File: config.mk
export PLATFORM = sky130hd
export DESIGN_NAME = demux_class_n
export DESIGN_NICKNAME = d
export VERILOG_FILES = /design/src/rtl/demux_class_n.sv
export SDC_FILE = /design/constraint.sdc
export NUM_CORES = 1
export LEC_CHECK = 0
export CORE_ASPECT_RATIO = 0.75
export CORE_MARGIN = 2
export CORE_UTILIZATION = 28
export CTS_BUF_LIST = sky130_fd_sc_hd__clkbuf_4
export DETAILED_ROUTE_END_ITERATION = 6
export HOLD_SLACK_MARGIN = 0.12
export MAX_ROUTING_LAYER = met4
export SYNTH_ARGS = -nofsm -noshare
export SYNTH_HDL_FRONTEND = slang
export SYNTH_SLANG_ARGS = --single-unit
File: constraint.sdc
create_clock -name clk -period 1.2 [get_ports clk]
set_input_delay 0.12 -clock clk [delete_from_list [all_inputs] [get_ports clk]]
set_output_delay 0.12 -clock clk [all_outputs]
set_load 0.005 [all_outputs]
File: src/rtl/demux_class_n.sv
// demux_class_n: 1-to-NUM_CH class demux with per-channel push strobes.
// Ports: clk, reset_L (sync, active low), in_valid/data_in/class_in/dest_in,
//   out_full[NUM_CH] in; in_ready, out_data[NUM_CH*OUT_W], out_valid[NUM_CH],
//   err_drop, drop_cnt[CNT_W] out. Slice k = {class, dest, data}.
//   Build option: define HOLD_LAST_EN to keep slice k after its push;
//   without it, slice k reads 0 whenever out_valid[k]=0.
module demux_class_n #(
  parameter int DATA_W = 8,
  parameter int CLS_W  = 2,
  parameter int NUM_CH = 4,
  parameter int CNT_W  = 8,
  localparam int OUT_W = DATA_W + 1 + CLS_W
) (
  input  logic                    clk,
  input  logic                    reset_L,
  input  logic                    in_valid,
  input  logic [DATA_W-1:0]       data_in,
  input  logic [CLS_W-1:0]        class_in,
  input  logic                    dest_in,
  input  logic [NUM_CH-1:0]       out_full,
  output logic                    in_ready,
  output logic [NUM_CH*OUT_W-1:0] out_data,
  output logic [NUM_CH-1:0]       out_valid,
  output logic                    err_drop,
  output logic [CNT_W-1:0]        drop_cnt
);

  logic [NUM_CH*OUT_W-1:0] data_q, data_d;
  logic [NUM_CH-1:0]       valid_q, valid_d;
  logic                    err_q, err_d;
  logic [CNT_W-1:0]        cnt_q, cnt_d;

  logic             cls_bad;
  logic             full_sel;
  logic             accept;
  logic [OUT_W-1:0] word;

  // Extra top bit so NUM_CH == 2**CLS_W does not truncate to zero.
  assign cls_bad = {1'b0, class_in} >= (CLS_W+1)'(NUM_CH);

  // Full flag of the addressed channel; out-of-range classes read 0.
  always_comb begin
    full_sel = 1'b0;
    for (int k = 0; k < NUM_CH; k++) begin
      if (class_in == CLS_W'(k)) full_sel = out_full[k];
    end
  end

  assign in_ready = reset_L & (cls_bad | ~full_sel);
  assign accept   = in_valid & in_ready;
  assign word     = {class_in, dest_in, data_in};

  always_comb begin
    valid_d = '0;
`ifdef HOLD_LAST_EN
    data_d  = data_q;
`else
    data_d  = '0;
`endif
    err_d   = accept & cls_bad;
    cnt_d   = cnt_q;
    if (err_d && (cnt_q != {CNT_W{1'b1}})) begin
      cnt_d = cnt_q + 1'b1;
    end
    for (int k = 0; k < NUM_CH; k++) begin
      if (accept && !cls_bad && class_in == CLS_W'(k)) begin
        valid_d[k]                = 1'b1;
        data_d[k*OUT_W +: OUT_W] = word;
      end
    end
  end

  always_ff @(posedge clk) begin
    if (!reset_L) begin
      data_q  <= '0;
      valid_q <= '0;
      err_q   <= 1'b0;
      cnt_q   <= '0;
    end else begin
      data_q  <= data_d;
      valid_q <= valid_d;
      err_q   <= err_d;
      cnt_q   <= cnt_d;
    end
  end

  assign out_data  = data_q;
  assign out_valid = valid_q;
  assign err_drop  = err_q;
  assign drop_cnt  = cnt_q;

endmodule

Yosys cells after proc, flatten, opt, wreduce, memory -nomap -nowiden
Index checks and enable logic that the tools add are counted.

operators by class
  equal/unequal tests = 3
  reductions and logical operators = 9
  bitwise logic cells = 3
  multiplexer cells = 8

operator list
  operator                                        count
  2-to-1 mux 1 bit                                8
  AND reduction 2 bit                             4
  == test 2 bit (second input constant)           2
  logical AND 1 bit                               4
  AND 1 bit                                       2
  == test 2 x 1 -> 1 bit (second input constant)  1
  logical NOT 2 bit                               1
  inverter 1 bit                                  1

word-level totals
  flip-flop bits (word level) = 48
  output and inout port bits = 58

Longest topological paths before layout
  depth after elaboration = 10
  depth in mapped cells = 3
  mapped depth without buffers = 2

Worst setup path before layout
OpenSTA, ideal clock, no wires.

  path type = input port to flip-flop
  from = in class_in[0]
  to = reg valid_q[0] (netlist: out_valid[0])
  buffers on the path = 1
  setup slack = 0.280 ns
  data arrival time = 0.856 ns
  stages on the path = 3
  path through = or4b_1 > buf_2 > nor2_1

between the ends
  cells in the longest elaborated chain, start to end = 10
  elaborated cells on any way between the ends = 13
  those cells by class = eq/ne (3); mux (5); bitwise (3); reduce/logical (2)

RTL lines
  what                           line    source
  from (decl)                    18      input logic [CLS_W-1:0] class_in,
  logical NOT 2 bit              45, 66
  2-to-1 mux 1 bit (4 in a row)  45      if (class_in == CLS_W'(k)) full_sel = out_full[k];
  inverter 1 bit                 49      assign in_ready = reset_L & (cls_bad | ~full_sel);
  AND 1 bit                      49
  AND 1 bit                      50      assign accept = in_valid & in_ready;
  logical AND 1 bit (*)          66      if (accept && !cls_bad && class_in == CLS_W'(k)) begin
  2-to-1 mux 1 bit (*)           66
  to (signal assigned)           81      valid_q <= valid_d;
  to (decl)                      29      logic [NUM_CH-1:0] valid_q, valid_d;

Mark *: on every way between the ends. The rest lies on a longest branch, timed or not.
A chain may end at the register's enable or synchronous reset.

Worst setup path after layout
  from = in class_in[1]
  to = out in_ready

between the ends
  cells in the longest elaborated chain, start to end = 7
  elaborated cells on any way between the ends = 10
  those cells by class = eq/ne (3); mux (4); bitwise (2); reduce/logical (1)

RTL lines
  what                           line  source
  logical NOT 2 bit              45
  2-to-1 mux 1 bit (3 in a row)  45
  2-to-1 mux 1 bit (*)           45
  inverter 1 bit (*)             49
  AND 1 bit (*)                  49
  to (decl)                      21    output logic in_ready,

Marked as above.

==> qor.txt <==
Worst Path Max Fanout = 2
CTS Buf Count = 5
Tightest Hold Check Type = input pin to flip-flop
Final Hold Vio Count = 0
CTS sink cnt = 48
endpoints failing setup = 0
Tot Pwr = 2516 uW
dpl cells = 254
LEAKAGE = 0.001074 uW
Die X = 83.28 um
cell family with most CP delay = buffers and inverters
root cell of the clock tree = clkbuf_4
antenna cells = 0
clock-pin slew on the worst setup and hold paths = 0.13 ns
final non-filler cell total = 262
Max clock buf depth = 2
Initial Utilization = 29.38%
drc violations = 0
Syn-to-layout area delta = 57.91%
ratio of cells with drive above 1 in the final layout = 12.20%
hold path cells = 4
routed vias = 1020
grt ovf = 0
CP max-delay cell = mux2_4
critical path startpoint category = input pin
vias in the first global route = 1025
CTS H-tree depth = 2
PwrDens = 1207 mW/mm^2
Final nets = 222
hold slack = 0.3285 ns
outcome = finished clean
Crit path arrival time = 1.03 ns
Mapped Area = 0.001320 mm^2
full die area = 0.005285 mm^2
CTS tree = yes
Fmax = 0.8704 GHz
IO buf count = 66
first-pass GRT wire length = 4650 um
EDFF count, synth = 0
critical path class = input pin to primary output
CP Buf/Inv Count = 2
sequential fraction of the synthesis area = 72.80%
Main synth FF type = dfxtp_1
initial antenna violation count = 0
final core occ = 46.39%
setup_tns = 0 ns
vias per cell = 3.893
Max Cap Viol = 0
Post-synth top cells = 48 x dfxtp_1, 44 x nor2_1, 9 x buf_4, 9 x nand2_1, 4 x clkbuf_1
synth warn = 0
GRT Util Overall = 11.97%
synth top area cells = dfxtp_1 73%, nor2_1 13%, buf_4 5.1%
post-synth top area share = 72.80%
hold_sp = out_full[0]
Die H = 63.46 um
hpwl dp = 2132 um
CP Capture Type = primary output
RePlAce Congestion = 0.6619
Async SR Flop Fraction = 0%
most frequent cell after synthesis = dfxtp_1
std cell rows = 21
Period Utilization, post-route = 95.74%
register bit total from synthesis = 48
largest net degree at the start of global routing = 15
Slew Limit Fails = 0
RSZ-0062 raised after global routing = no
Cells after Synth = 124
Worst Path Required = 1.08 ns
crit-path cells = dlygate4sd2_1, mux2_4, o311ai_2, buf_2
Avg WL per Cell = 11.13 um
syn_area_per_cell = 10.65 um^2
Netlist cell types = 13
I/O Pins = 76
Core Region = 0.004493 mm^2
fin crit period = 1.149 ns
Worst IR Drop VDD = 0.0005908 V
ANT nets after route = 0
final wirelength = 2915 um
top cell type by total area after synthesis = dfxtp_1
drt initial violations = 21
Hold EP = out_data[2]
CP max stage delay = 0.30 ns
DR pass1 iterations = 4
[timing repair]
action,4_1_cts,5_1_grt
buffers inserted,0,0
endpoints found under the setup margin,59,1
gates resized for setup,67,0
pin swaps,1,1
cloned,0,0
hold buffers,0,0
[registers in the layout (all words and copies together), names as in the netlist]
name,count
out_valid,4
out_data,44
[through the flow]
| step | cell area (um^2) | setup slack (ns) |
|---|---|---|
| 2_1_floorplan | 1365 | 0.2796 |
| 3_3_place_gp | 2077 | -0.6807 |
| 3_5_place_dp | 2077 | -0.7046 |
| 4_1_cts | 2085 | 0.001946 |
| 5_1_grt | 2085 | 0.0003136 |
| 6_report | 2085 | 0.05110 |
[per-layer routing]
metal	vias to the layer above	share of wire (%)	track usage [%]
met4	0	1.8	4.918
met2	44	47	19.86
met3	7	7.9	4.980
li1	517	-	-
met5	-	0	-
met1	452	44	12.74
[how the worst max path moves through the flow]
stage | startpoint | endpoint | depth (start not counted)
2_1_floorplan | class_in[0] | out_valid[0] | 3
3_3_place_gp | class_in[1] | in_ready | 4
3_5_place_dp | class_in[1] | in_ready | 4
4_1_cts | class_in[1] | in_ready | 4
5_1_grt | class_in[1] | in_ready | 4
6_report | class_in[1] | in_ready | 4
[layout make-up]
type / count / area, um^2
multi-input combinational: 72 / 320.3
tap: 57 / 71.32
clock buffer: 6 / 45.04
inverter: 2 / 7.507
clock inverter: 2 / 11.26
timing repair buffer: 75 / 660.6
fill: 449 / 2409
sequential: 48 / 968.4
[layout by cell type (no fill, tap or decap)]
cell type	instances
buf_4	8
nand4b_1	1
o311ai_2	1
dlygate4sd2_1	53
mux2_4	1
dfxtp_2	6
clkbuf_4	6
dfxtp_1	42
buf_2	1
inv_1	2
nand2_1	9
clkdlybuf4s50_1	12
clkinv_1	1
buf_6	1
nor2_1	44
clkinvlp_4	1
or4b_1	1
nand4bb_1	2
conb_1	13
[cell families (layout without fill, tap and decap cells)]
family                 after synthesis  count (layout)  synth area share (%)
multiplexers                         1               1                0.8530
flip-flops                          48              48                 72.80
AO/OA/AOI/OAI                        1               1                0.6636
other                                1              13                0.2841
AND/OR/NAND/NOR                     57              57                 18.20
buffers and inverters               16              85                 7.203
[worst min-delay path, cell delays in order]
cell	delay (ns)
dlygate4sd2_1	0.21
or4b_1	0.12
buf_6	0.15
nor2_1	0.05
[where the power goes]
group / switching, uW / internal [uW]
Clock: 470 / 246
Combinational: 81.0 / 97.6
Sequential: 4.62 / 1620
Note: power is estimated with default switching activity, not from simulation.
